File: src/rtl/serial_arith_pkg.sv
// Shared encodings for the bit-serial arithmetic units: FSM state values and
// operation modes.
package serial_arith_pkg;

  localparam logic [1:0] ST_IDLE  = 2'd0;
  localparam logic [1:0] ST_SHIFT = 2'd1;
  localparam logic [1:0] ST_DONE  = 2'd2;

  localparam logic MODE_ADD = 1'b0;
  localparam logic MODE_SUB = 1'b1;

  typedef enum logic [1:0] {
    IDLE  = ST_IDLE,
    SHIFT = ST_SHIFT,
    DONE  = ST_DONE
  } state_e;

endpackage

File: src/rtl/full_adder_bit.sv
// One-bit combinational full adder; the only arithmetic cell of the serial
// adder/subtractor.
module full_adder_bit (
  input  logic a,
  input  logic b,
  input  logic ci,
  output logic s,
  output logic co
);

  assign s  = a ^ b ^ ci;
  assign co = (a & b) | (a & ci) | (b & ci);

endmodule

File: src/rtl/serial_addsub.sv
// Bit-serial adder/subtractor: one full-adder cell plus a registered carry,
// processing WIDTH-bit operands LSB-first under a start/busy/done handshake.
module serial_addsub
  import serial_arith_pkg::*;
#(
  parameter int WIDTH = 8
) (
  input  logic             clk,
  input  logic             rst,
  input  logic             start,
  input  logic             mode,
  input  logic [WIDTH-1:0] A,
  input  logic [WIDTH-1:0] B,
  input  logic             Cin,
  output logic             busy,
  output logic             done,
  output logic [WIDTH-1:0] S,
  output logic             Cout,
  output logic             Ovf
);

  localparam int             CW   = $clog2(WIDTH);
  localparam logic [CW-1:0]  LAST = CW'(WIDTH - 1);

  // Handshake: start is honoured only in IDLE; busy is high for exactly the
  // WIDTH SHIFT cycles; done is a one-cycle pulse in DONE, the cycle in which
  // S/Cout/Ovf first show the new result.
  state_e           state, state_nxt;
  logic [WIDTH-1:0] op_a, op_b, res, res_nxt;
  logic             carry;
  logic [CW-1:0]    count;
  logic             sum, co;

  full_adder_bit u_fa (
    .a (op_a[0]),
    .b (op_b[0]),
    .ci(carry),
    .s (sum),
    .co(co)
  );

  assign res_nxt = (res >> 1) | {sum, {(WIDTH-1){1'b0}}};

  always_comb begin
    state_nxt = state;
    case (state)
      IDLE:    if (start) state_nxt = SHIFT;
      SHIFT:   if (count == LAST) state_nxt = DONE;
      DONE:    state_nxt = IDLE;
      default: state_nxt = IDLE;
    endcase
  end

  always_ff @(posedge clk) begin
    if (rst) begin
      state <= IDLE;
      op_a  <= '0;
      op_b  <= '0;
      res   <= '0;
      carry <= 1'b0;
      count <= '0;
      S     <= '0;
      Cout  <= 1'b0;
      Ovf   <= 1'b0;
    end else begin
      state <= state_nxt;
      case (state)
        IDLE: begin
          if (start) begin
            // Subtract is A + ~B + ~borrow, so mode is consumed here and never needed again.
            op_a  <= A;
            op_b  <= (mode == MODE_SUB) ? ~B : B;
            carry <= (mode == MODE_SUB) ? ~Cin : Cin;
            count <= '0;
            res   <= '0;
          end
        end
        SHIFT: begin
          op_a  <= op_a >> 1;
          op_b  <= op_b >> 1;
          carry <= co;
          res   <= res_nxt;
          if (count != LAST) begin
            count <= count + CW'(1);
          end else begin
            // On the MSB, carry holds carry-into-MSB and co is carry-out-of-MSB.
            S    <= res_nxt;
            Cout <= co;
            Ovf  <= carry ^ co;
          end
        end
        default: ;
      endcase
    end
  end

  assign busy = (state == SHIFT);
  assign done = (state == DONE);

endmodule

File: config.mk
export PLATFORM = sky130hd
export DESIGN_NAME = serial_addsub
export DESIGN_NICKNAME = d
export VERILOG_FILES = /design/src/rtl/serial_arith_pkg.sv /design/src/rtl/full_adder_bit.sv /design/src/rtl/serial_addsub.sv
export SDC_FILE = /design/constraint.sdc
export NUM_CORES = 1
export LEC_CHECK = 0
export BUFFER_PORTS_ARGS = -buffer_cell sky130_fd_sc_hd__buf_2
export CORE_MARGIN = 2
export CORE_UTILIZATION = 45
export CTS_CLUSTER_SIZE = 24
export DETAILED_ROUTE_END_ITERATION = 10
export PLACE_DENSITY = 0.73
export SYNTH_ARGS = -nofsm -noshare
export SYNTH_HDL_FRONTEND = slang
export SYNTH_SLANG_ARGS = --single-unit
export TNS_END_PERCENT = 10
File: constraint.sdc
create_clock -name clk -period 1.65 [get_ports clk]
set_input_delay 0.0825 -clock clk [delete_from_list [all_inputs] [get_ports clk]]
set_output_delay 0.0825 -clock clk [all_outputs]
set_load 0.05 [all_outputs]
==> flow_metrics.env <==
export IMPL_status="finished, final reports clean"
export IMPL_htree_levels=2
export IMPL_placedCellCount=268
export IMPL_final_nets=251
export IMPL_crit_path_start="state[0]$_SDFFE_PP0P_"
export IMPL_synth_nets=221
export IMPL_hpwlAfterDp_um=2220
export IMPL_initial_core_util_pct=47.9
export IMPL_drv_cap=0
export IMPL_grt_ovfl_total=0
export IMPL_ios=33
export IMPL_antenna_diode_count=0
export IMPL_ys_ff_latch=39
export IMPL_fin_crit_sh_pct=94.3
export IMPL_crit_slowest_cell="dfxtp_1"
export IMPL_relSlewSlack_pct=61.7
export IMPL_wl_um=3240
export IMPL_rr_startpoint="count[1]$_SDFFE_PP0P_"
export IMPL_synth_area_top_cells="dfxtp_1, nor2_1, a2111oi_2"
export IMPL_final_cell_mix="dfxtp_1, nor2_1, buf_2"
export IMPL_start_kind="flip-flop"
export IMPL_worstPathCellList="nand2b_2, inv_2, buf_2"
export IMPL_final_util_pct=55.0
export IMPL_wl_per_cell_um=11.8
export IMPL_via_per_inst=5.10
export IMPL_die_h_um=67.1
export IMPL_insertion_delay_ps=290
export IMPL_grt_pass1_vias=1262
export IMPL_rsz0062_at_grt="no"
export IMPL_cp_required_ps=1570
export IMPL_place_congestion=0.717
export IMPL_layout_commonest_cell="dfxtp_1"
export IMPL_core_um2=3740
export IMPL_peakVddDrop_v=0.000527
export IMPL_hold_violations=0
export IMPL_cts_tree="done"
export IMPL_leakage_nw=0.814
export IMPL_fin_worst_skew_ps=3.45
export IMPL_yosys_most_used_dff="dfxtp_1"
export IMPL_slowest_delay_ps=510
export IMPL_clock_sinks=39
export IMPL_timing_fmax_mhz=643
export IMPL_path_clk_slew_ps=80
export IMPL_core_rowCount=22
export IMPL_synthArstFlopShare_pct=0
export IMPL_path_class="reg2out"
export IMPL_drive_gt1_share_pct=25.9
export IMPL_critPathArrivalTime_ps=1470
export IMPL_worstMarginPinSlew_ps=575
export IMPL_die_w_um=67.1
export IMPL_stdcell_count=276
export IMPL_netlist_area_leader_share_pct=43.6
export IMPL_cp_max_fo=10
export IMPL_synthesis_area_um2=1790
export IMPL_via_count=1408
export IMPL_drtIter0Drc=110
export IMPL_seq_area_frac_synth_pct=43.6
export IMPL_setup_violations=0
export IMPL_ys_warn_count=0
export IMPL_antenna_found_initial=0
export IMPL_cp_end_kind="output port"
export IMPL_power_total_mw=1.93
export IMPL_first_pass_iters=4
export IMPL_grt_use_total_pct=16.2
export IMPL_detail_route_antenna_nets=0
export IMPL_setup_tns_ps=0
export IMPL_min_path_type="in2reg"
export IMPL_cts_root_buf="clkbuf_8"
export IMPL_synth_edf_count=0
export IMPL_pwr_density_cell_nw_per_um2=938
export IMPL_post_cts_buffers=0
export IMPL_die_area_um2=4500
export IMPL_syn_area_per_cell_um2=9.10
export IMPL_min_delay_start="B[2]"
export IMPL_synth_cells=197
export IMPL_drv_slew=0
export IMPL_numPortBuffers=32
export IMPL_syn_to_final_growth_pct=14.9
export IMPL_yosys_cell_types_count=34
export IMPL_grt_pass1_wl_um=5440
export IMPL_drc=0
export IMPL_grt_max_degree=26
export IMPL_synth_area_leader_cell="dfxtp_1"
export IMPL_cts_buffers=5
export IMPL_cts_buffer_depth=2
export IMPL_min_period_ps=1560
[stage by stage]
stage	setup WS, ps	instance area, µm²	hold slack (ps)
6_report	94.7	2060	109
5_1_grt	9.88	2060	110
4_1_cts	78.5	2060	103
3_5_place_dp	211	1970	415
3_3_place_gp	257	1970	410
2_1_floorplan	112	1790	263
[synthesized netlist by cell type, types with 2 or more instances]
| library cell | number |
|---|---|
| dfxtp_1 | 39 |
| nor2_1 | 32 |
| nand2_1 | 21 |
| a21oi_1 | 19 |
| nand2b_1 | 11 |
| xnor2_1 | 10 |
| a2111oi_2 | 7 |
| a22oi_1 | 7 |
| or3b_1 | 7 |
| nor3_1 | 6 |
| buf_2 | 5 |
| o21ai_0 | 4 |
| buf_4 | 3 |
| clkbuf_1 | 3 |
| ha_1 | 2 |
| inv_1 | 2 |
| nor2b_1 | 2 |
[power by group]
group,switching (mW),internal [mW]
logic,0.154,0.128
registers,0.0329,0.990
clock network,0.333,0.294
total,0.519,1.41
[flip-flops by register name, summed over array words and instances (netlist names)]
name   cells
Cout       1
Ovf        1
S          8
carry      1
count      3
op_a       8
op_b       8
res        7
state      2
[cells by family after synthesis]
family                   count (synthesis)  share of synthesized area (%)
AO/OA/AOI/OAI                           44                           20.0
XOR/XNOR                                10                           4.89
adder cells (fa/ha/maj)                  3                           2.51
buffers and inverters                   16                           4.75
flip-flops                              39                           43.6
AND/OR/NAND/NOR                         85                           24.2
[per-layer routing]
| layer | track usage [%] | routed length [µm] | vias to the layer above |
|---|---|---|---|
| li1 | - | - | 736 |
| met3 | 4.05 | 167 | 2 |
| met4 | 6.89 | 11 | 0 |
| met5 | 0 | 0 | - |
| met1 | 20.3 | 1500 | 635 |
| met2 | 26.2 | 1560 | 35 |
[critical path, delay by kind of cell (launching register included)]
| kind | cells | cell delay (ps) |
|---|---|---|
| AND/OR/NAND/NOR | 1 | 210 |
| flip-flops | 1 | 510 |
| buffers and inverters | 2 | 470 |
[cell type report]
type                            count  area (µm²)
Fill cell                         378        1680
Clock buffer                        5        68.8
Timing Repair Buffer               36         190
Sequential cell                    39         781
Multi-Input combinational cell    142         928
Tap cell                           48        60.1
Inverter                            3        11.3
Clock inverter                      3        20.0
[timing repair]
action                                 4_1_cts  5_1_grt
setup endpoints to repair                    1        0
hold buffers                                 0        0
endpoints found under the hold margin        0        0
resized for setup                            1        0
[path summary, 6_finish.rpt]
path / to / cells past startpoint / slack [ps]
max reg2reg: Ovf$_SDFFE_PP0P_ / 5 / 190
max: busy / 3 / 90
min: op_b[2]$_SDFFE_PP0P_ / 3 / 110
min reg2reg: S[5]$_SDFFE_PP0P_ / 2 / 450
No activity file was read; power rests on OpenSTA's default activity.
